## config.mk

```make
export PLATFORM = sky130hd
export DESIGN_NAME = register_dump_reader
export DESIGN_NICKNAME = d
export VERILOG_FILES = /design/src/rtl/register_dump_reader_pkg.sv /design/src/rtl/register_dump_reader.sv
export SDC_FILE = /design/constraint.sdc
export NUM_CORES = 1
export LEC_CHECK = 0
export ABC_AREA = 1
export BUFFER_PORTS_ARGS = -buffer_cell sky130_fd_sc_hd__buf_4
export CORE_MARGIN = 5
export CORE_UTILIZATION = 40
export CTS_CLUSTER_DIAMETER = 50
export DETAILED_ROUTE_END_ITERATION = 7
export GPL_TIMING_DRIVEN = 1
export PLACE_DENSITY_LB_ADDON = 0.2
export SYNTH_ARGS = -nofsm -noshare
export SYNTH_HDL_FRONTEND = slang
export SYNTH_SLANG_ARGS = --single-unit
```

## constraint.sdc

```tcl
create_clock -name clock -period 1.4 [get_ports clock]
set_input_delay 0 -clock clock [delete_from_list [all_inputs] [get_ports clock]]
set_output_delay 0 -clock clock [all_outputs]
set_load 0.02 [all_outputs]
```

## src/rtl/register_dump_reader_pkg.sv

```systemverilog
// Shared processor definitions: register file geometry, data width and the
// state encoding used by the register dump reader.
package register_dump_reader_pkg;

  localparam int NUM_REGS       = 32;
  localparam int REG_ADDR_WIDTH = $clog2(NUM_REGS);
  localparam int XLEN           = 64;

  typedef logic [REG_ADDR_WIDTH-1:0] reg_addr_t;
  typedef logic [XLEN-1:0]           reg_data_t;

  typedef enum logic [1:0] {
    IDLE    = 2'd0,
    CAPTURE = 2'd1,
    SEND    = 2'd2,
    DONE    = 2'd3
  } dump_state_t;

  function automatic reg_addr_t next_index(input reg_addr_t current);
    return current + reg_addr_t'(1);
  endfunction

endpackage

```

## src/rtl/register_dump_reader.sv

```systemverilog
// Walks a range of the register file through one read port and streams each
// register out as a valid/ready record, pulsing done after the last is accepted.
module register_dump_reader
  import register_dump_reader_pkg::*;
#(
  parameter int FIRST_REG = 0,
  parameter int LAST_REG  = 31
) (
  input  logic                      clock,
  input  logic                      reset_n,
  input  logic                      start,
  input  logic                      abort,
  output logic [REG_ADDR_WIDTH-1:0] rf_read_address,
  input  logic [XLEN-1:0]           rf_read_data,
  output logic                      dump_valid,
  input  logic                      dump_ready,
  output logic [REG_ADDR_WIDTH-1:0] dump_address,
  output logic [XLEN-1:0]           dump_data,
  output logic                      busy,
  output logic                      done
);

  localparam reg_addr_t FIRST_INDEX = reg_addr_t'(FIRST_REG);
  localparam reg_addr_t LAST_INDEX  = reg_addr_t'(LAST_REG);

  dump_state_t state;
  reg_addr_t   index;
  logic        accepted;
  logic        at_last;

  // The read port follows the index directly so it only moves when a record advances.
  assign rf_read_address = index;
  assign accepted        = dump_valid & dump_ready;
  assign at_last         = (index == LAST_INDEX);

  // Termination is by comparison against LAST_INDEX, so a 5-bit index never wraps.
  always_ff @(posedge clock or negedge reset_n) begin
    if (!reset_n) begin
      state        <= IDLE;
      index        <= FIRST_INDEX;
      dump_valid   <= 1'b0;
      dump_address <= '0;
      dump_data    <= '0;
      busy         <= 1'b0;
      done         <= 1'b0;
    end else if (abort && (state != IDLE)) begin
      state      <= IDLE;
      index      <= FIRST_INDEX;
      dump_valid <= 1'b0;
      busy       <= 1'b0;
      done       <= 1'b0;
    end else begin
      case (state)
        IDLE: begin
          done <= 1'b0;
          if (start) begin
            index <= FIRST_INDEX;
            busy  <= 1'b1;
            state <= CAPTURE;
          end
        end
        CAPTURE: begin
          dump_data    <= rf_read_data;
          dump_address <= index;
          dump_valid   <= 1'b1;
          state        <= SEND;
        end
        SEND: begin
          if (accepted) begin
            dump_valid <= 1'b0;
            if (at_last) begin
              done  <= 1'b1;
              state <= DONE;
            end else begin
              index <= next_index(index);
              state <= CAPTURE;
            end
          end
        end
        DONE: begin
          done  <= 1'b0;
          busy  <= 1'b0;
          index <= FIRST_INDEX;
          state <= IDLE;
        end
        default: begin
          state      <= IDLE;
          index      <= FIRST_INDEX;
          dump_valid <= 1'b0;
          busy       <= 1'b0;
          done       <= 1'b0;
        end
      endcase
    end
  end

endmodule

```

==> results of run 1 <==
## through the flow
stage | setup slack (ps) | utilization | setup TNS, ps
2_1_floorplan | -85.3 | - | -414
3_3_place_gp | -64.9 | 0.580 | -340
3_5_place_dp | -112 | 0.580 | -724
4_1_cts | -82.9 | 0.685 | -1330
5_1_grt | -177 | 0.704 | -2650
6_report | -130 | 0.704 | -543
## report_power, final
group          switching, uW  internal (uW)  total (uW)
Sequential               561           3260        3820
Combinational           3680           2730        6410
Clock                    802            825        1630
## logic make-up after synthesis
family / count (synthesis) / share of synthesized area
AND/OR/NAND/NOR: 253 / 0.312
flip-flops: 79 / 0.579
buffers and inverters: 37 / 0.0582
AO/OA/AOI/OAI: 17 / 0.0293
adder cells (fa/ha/maj): 6 / 0.0220
## synthesized netlist by cell type
cell type | instances | area, sq um
ha_1 | 6 | 75.1
nand2_4 | 1 | 11.3
a21oi_1 | 1 | 5.00
nor2_1 | 9 | 33.8
buf_6 | 6 | 67.6
dfrtp_1 | 79 | 1980
nand2_1 | 169 | 634
buf_2 | 3 | 15.0
o21bai_1 | 5 | 37.5
inv_1 | 13 | 48.8
inv_2 | 1 | 3.75
or2_2 | 1 | 6.26
buf_4 | 3 | 22.5
nand4_1 | 1 | 6.26
clkbuf_1 | 11 | 41.3
nand3_2 | 1 | 10.0
nor2_4 | 1 | 11.3
nand2_2 | 2 | 12.5
o31ai_1 | 1 | 7.51
nand3_1 | 68 | 340
o21ai_0 | 10 | 50.1
## registers in the layout (all words and copies together), names as in the netlist
signal / count
busy: 1
done: 1
dump_address: 5
dump_data: 64
dump_valid: 1
rf_read_address: 5
state: 2
## cell type report
type / count / share of cell area
clock buffers: 11 / 0.0226
multi-input cells: 276 / 0.234
flip-flops and latches: 79 / 0.341
well taps: 105 / 0.0226
clock inverters: 5 / 0.0101
repair buffers: 244 / 0.361
inverters: 14 / 0.00904
## worst max-delay path by stage
stage                     slack, ps                           start                        endpoint
after floorplan                 -90  rf_read_address[0]$_DFFE_PN0P_  rf_read_address[2]$_DFFE_PN0P_
after global placement          -60  rf_read_address[1]$_DFFE_PN0P_  rf_read_address[2]$_DFFE_PN0P_
after detailed placement       -110  rf_read_address[1]$_DFFE_PN0P_  rf_read_address[1]$_DFFE_PN0P_
after CTS                       -80  rf_read_address[0]$_DFFE_PN0P_  rf_read_address[1]$_DFFE_PN0P_
after global routing           -180  rf_read_address[0]$_DFFE_PN0P_  rf_read_address[0]$_DFFE_PN0P_
final                          -130  rf_read_address[0]$_DFFE_PN0P_  rf_read_address[0]$_DFFE_PN0P_
## placed cells by master (no fill, tap or decap), types with 4 or more instances in the layout
cell             n
inv_1           10
ha_4             4
nand2_4          5
o21ai_1          4
nand3_1         68
dlygate4sd3_1   66
o21ai_0          6
nor2_1           8
clkbuf_8         9
nand2_1        163
dfrtp_1         77
buf_12           6
buf_4          169
o21bai_1         5
inv_2            4
## worst max-delay path, delay by kind of cell (launching register included)
kind | cells | cell delay [ps]
buffers and inverters | 1 | 40
DFF | 1 | 430
adders and majority gates | 2 | 340
and+or+nand+nor | 6 | 390
AOI/OAI and AO/OA | 1 | 210
## timing repair
item                                   in CTS  in global routing
cloned                                      0                  1
pin swaps                                   9                 10
endpoints found under the hold margin     144                  0
setup buffers                               1                  5
hold buffers                               66                  0
resized for setup                           6                 19
setup endpoints to repair                  53                 78
## layer usage
| layer | global-route usage | vias to the layer above |
|---|---|---|
| li1 | - | 1706 |
| met3 | 0.0464 | 20 |
| met5 | 0 | - |
| met4 | 0.0817 | 0 |
| met2 | 0.339 | 109 |
| met1 | 0.239 | 1637 |
==> impl_metrics.toml, run 1 <==
[yosys]
ys_ff_latch = 79
synth_cell_types = 21
ys_warn_count = 0
synth.net_count = 467
syn_avg_cell_area_sq_um = 8.72
syn-instance-count = 392
netlist_area_sq_um = 3420
synth-seq-area-share = 0.579

[grt]
grt_max_degree = 80
grt_pass1_vias = 3502
grt_use_total = 0.198
grt_overflow_total = 0
grt_first_pass_wirelength_microns = 16400
antenna_found_initial = 0

[cells_and_area]
layout.nets = 699
final_cells = 734
antennaDiodeCount = 0
multiInputGateArea_sq_um = 1360
register_area_sq_um = 1980
syn2layout_area_growth_pct = 70.1
stdcell_area_sq_um = 5810
drive_above_1_share = 0.343
fillers = 616

[detailed_routing]
firstDrtPassIters = 6
top_layer = "met4"
dr_wl_met3_microns = 673
wl_met2_microns = 5410
wl_per_cell_microns = 14.5
drt-initial-drc-count = 129
wirelength_microns = 10600
wl_met1_microns = 4290
drc_errors = 0
vias = 3472
viasPerCell = 4.73
drt.antenna.violating_nets = 0

[floorplan]
io_pins = 146
start_util = 0.414
rows = 33
fp.dieArea_sq_um = 10500
die_y_microns = 102
die_w_microns = 102
core_sq_um = 8260

[place]
place_inst = 645
routabilityCongestion = 0.871
numPortBuffers = 145
dpl.hpwl_microns = 6690
place_area_sq_um = 4790

[setup_path]
worstSetupPathType = "reg -> reg"
worstPathRequired_ps = 1630
slowest_delay_ps = 430
reg2reg_depth = 10
end_kind = "flop"
reg2reg_from = "rf_read_address[0]$_DFFE_PN0P_"
start_kind = "flop"
cp_data_arrival_time_ps = 1760
cp_slowest_cell = "dfrtp_2"
r2r_end = "rf_read_address[0]$_DFFE_PN0P_"
cp_common_cell = "nand2_4"
reg2reg_slack_ps = -130
cp_max_fo = 6
worstPathCellList = "ha_4, nand2_4, nor2_4, ha_4, nand2_4, inv_2, nand2_2, nand2_4, o21bai_1, nand2_1"

[clock_tree]
clockBufferDepth = 2
clk_pin_slew_ps = 80
cts_buffers = 9
clock-sinks = 79
clkLatencyLatePin_ps = 340
cts_max_level = 3
cts_tree = "yes"
cts_root_buffer = "clkbuf_8"

[power]
p_leak_uw = 0.00315
power_uw = 11900
powerDensity_nw_per_um2 = 2040
peakVddDrop_uv = 1240

[timing]
holdWs_ps = 43.8
period_needed_ps = 1530
tightest_slew_ps = 448
final_hold_viol_count = 0
rsz0062_at_grt = "true"
slew_viol_final = 0
period_share = 1.09
max_freq_ghz = 0.653
slew_headroom = 0.702
clock_skew_ps = 5.55
finalSetupViolations = 19
final.setup.worst_slack_ps = -130

[hold_path]
min_to = "state[0]$_DFFE_PN0P_"
hold_path_class = "in -> reg"
hold_depth = 4
hold_start = "abort"

[run_status]
status = "finished with violations"
violations = "negative setup slack"

[job]
cap_violations = 0
No activity file was read; power rests on OpenSTA's default activity.
==> inputs of run 2 (changes only) <==
CTS_CLUSTER_DIAMETER = 40   (was 50)
MAX_ROUTING_LAYER = met4   (was default)
clock period = 1.38 ns   (was 1.4 ns; I/O delays follow)
==> run 2 against run 1 <==
Net effect: the run still ends with negative setup slack left; clock power rose by 5%; design area increased by 0.37%; first-iteration DRC count fell by 16%; global-route usage up 0.63 points; worst setup slack improved by 18 ps; worst hold slack got worse by 20 ps; clock skew increased by 1.2 ps; sequential share of layout area down 0.12 points; total power up 2.0%; wire length is 1.7% lower; via count down 1.6%; maximum frequency is 2.6% higher; highest routed layer unchanged.
==> impl_metrics.toml, run 2 (synthesis results as in run 1) <==
[setup_path]
worstPathRequired_ps = 1620
worstPathCellList = "ha_4, nand2_4, nor2_4, ha_4, nand2_4, inv_4, buf_4, buf_6, nand2_2, nand2_1, nand2_1, inv_1"
cp_max_fo = 2
cp_slowest_cell = "dfrtp_2"
end_kind = "flop"
start_kind = "flop"
slowest_delay_ps = 430
worstSetupPathType = "reg -> reg"
cp_data_arrival_time_ps = 1740

[run_status]
violations = "negative setup slack"
status = "finished with violations"

[detailed_routing]
drt.antenna.violating_nets = 0
firstDrtPassIters = 4
drc_errors = 0
wl_per_cell_microns = 14.2
viasPerCell = 4.67
drt-initial-drc-count = 108
wirelength_microns = 10400
vias = 3418

[power]
intPower_uw = 6960
switching_power_uw = 5130
switching_share = 0.424
p_leak_uw = 0.00316
peakVddDrop_uv = 1150
power_uw = 12100
combPwrFrac = 0.540
powerDensity_nw_per_um2 = 2070
p_clk_frac = 0.141
p_seq_frac = 0.319

[clock_tree]
cts_root_buffer = "clkbuf_8"
clockBufferDepth = 2
clock-sinks = 79
cts_buffers = 9
cts_tree = "yes"
clkLatencyLatePin_ps = 340
cts_max_level = 3
clk_pin_slew_ps = 80

[grt]
grt_overflow_total = 0
grt_first_pass_wirelength_microns = 16400
antenna_found_initial = 0
grt_max_degree = 80
grt_pass1_vias = 3426
grt_use_total = 0.204

[cells_and_area]
fin_util = 0.706
largest_register_ffs = 64
final_cells = 732
final_cell_mix = "165 x buf_4, 162 x nand2_1, 77 x dfrtp_1"
regMostFlops = "dump_data"
drive_above_1_share = 0.350
syn2layout_area_growth_pct = 70.7
layout_commonest_cell = "buf_4"
layout.nets = 697

[timing]
period_share = 1.08
period_needed_ps = 1490
slew_headroom = 0.705
finalSetupViolations = 25
rsz0062_at_grt = "true"
slew_viol_final = 0
final.setup.worst_slack_ps = -112
final_hold_viol_count = 0
setup_tns_ps = -944
max_freq_ghz = 0.670
tightest_slew_ps = 442
clock_skew_ps = 6.71

[floorplan]
core_sq_um = 8260
die_w_microns = 102
io_pins = 146
fp.dieArea_sq_um = 10500
die_y_microns = 102
start_util = 0.414
rows = 33

[place]
routabilityCongestion = 0.820
dpl.hpwl_microns = 6630
dp_slack_ps = -112
place_inst = 642
numPortBuffers = 145

[hold_path]
hold_path_class = "in -> reg"

[job]
cap_violations = 0
-- run 2: metal layers --
layer,global-route usage,part of all wire,vias to the layer above
met4,0.0767,0.019,0
met3,0.0375,0.057,21
met1,0.263,0.43,1592
met2,0.321,0.49,101
met5,-,0,-
li1,-,-,1704
-- run 2: final timing paths --
check / startpoint / endpoint / slack, ps / cells after the start
setup / recovery: rf_read_address[1]$_DFFE_PN0P_ / done$_DFFE_PN0P_ / -110 / 12
hold / removal: abort / state[0]$_DFFE_PN0P_ / 20 / 4
setup reg to reg: rf_read_address[1]$_DFFE_PN0P_ / done$_DFFE_PN0P_ / -110 / 12
hold reg to reg: dump_data[18]$_DFFE_PN0P_ / dump_data[18]$_DFFE_PN0P_ / 470 / 2
max in group asynchronous: reset_n / dump_data[16]$_DFFE_PN0P_ / 810 / 3
min in group asynchronous: reset_n / rf_read_address[4]$_DFFE_PN0P_ / 190 / 3
-- run 2: stage by stage --
| stage | hold slack (ps) | instance area [sq um] |
|---|---|---|
| 2_1_floorplan | -296 | 3450 |
| 3_3_place_gp | 59.4 | 4730 |
| 3_5_place_dp | 61.3 | 4730 |
| 4_1_cts | 18.4 | 5700 |
| 5_1_grt | 35.3 | 5830 |
| 6_report | 23.6 | 5830 |
-- run 2: final cells by class --
type	instances	area (sq um)
inverter	14	60.1
fill	634	2420
sequential	79	1980
antenna	1	2.50
tap	105	131
multi-input combinational	276	1370
timing repair buffer	242	2090
clock buffer	10	138
clock inverter	5	58.8
-- run 2: worst max-delay path: cells and delay by family, from the launching register on --
kind / cells / cell delay (ps)
fa+ha+maj: 2 / 330
buf+inv: 4 / 310
flops: 1 / 430
simple gates: 6 / 330
-- run 2: timing repair --
| item | 4_1_cts | 5_1_grt |
|---|---|---|
| pin swaps | 11 | 10 |
| gates resized for setup | 21 | 16 |
| setup buffers | 4 | 2 |
| endpoints found under the hold margin | 144 | 0 |
| hold buffers | 66 | 0 |
| setup endpoints to repair | 68 | 77 |
| cloned | 0 | 2 |
-- run 2: power groups by stage --
stage	clock [uW]	sequential, uW	combinational, uW
floorplan	0	5010	2300
global route	1850	3990	7160
global placement	0	3870	5800
detailed placement	0	3880	5920
CTS	1750	3850	6350
finish	1710	3860	6520
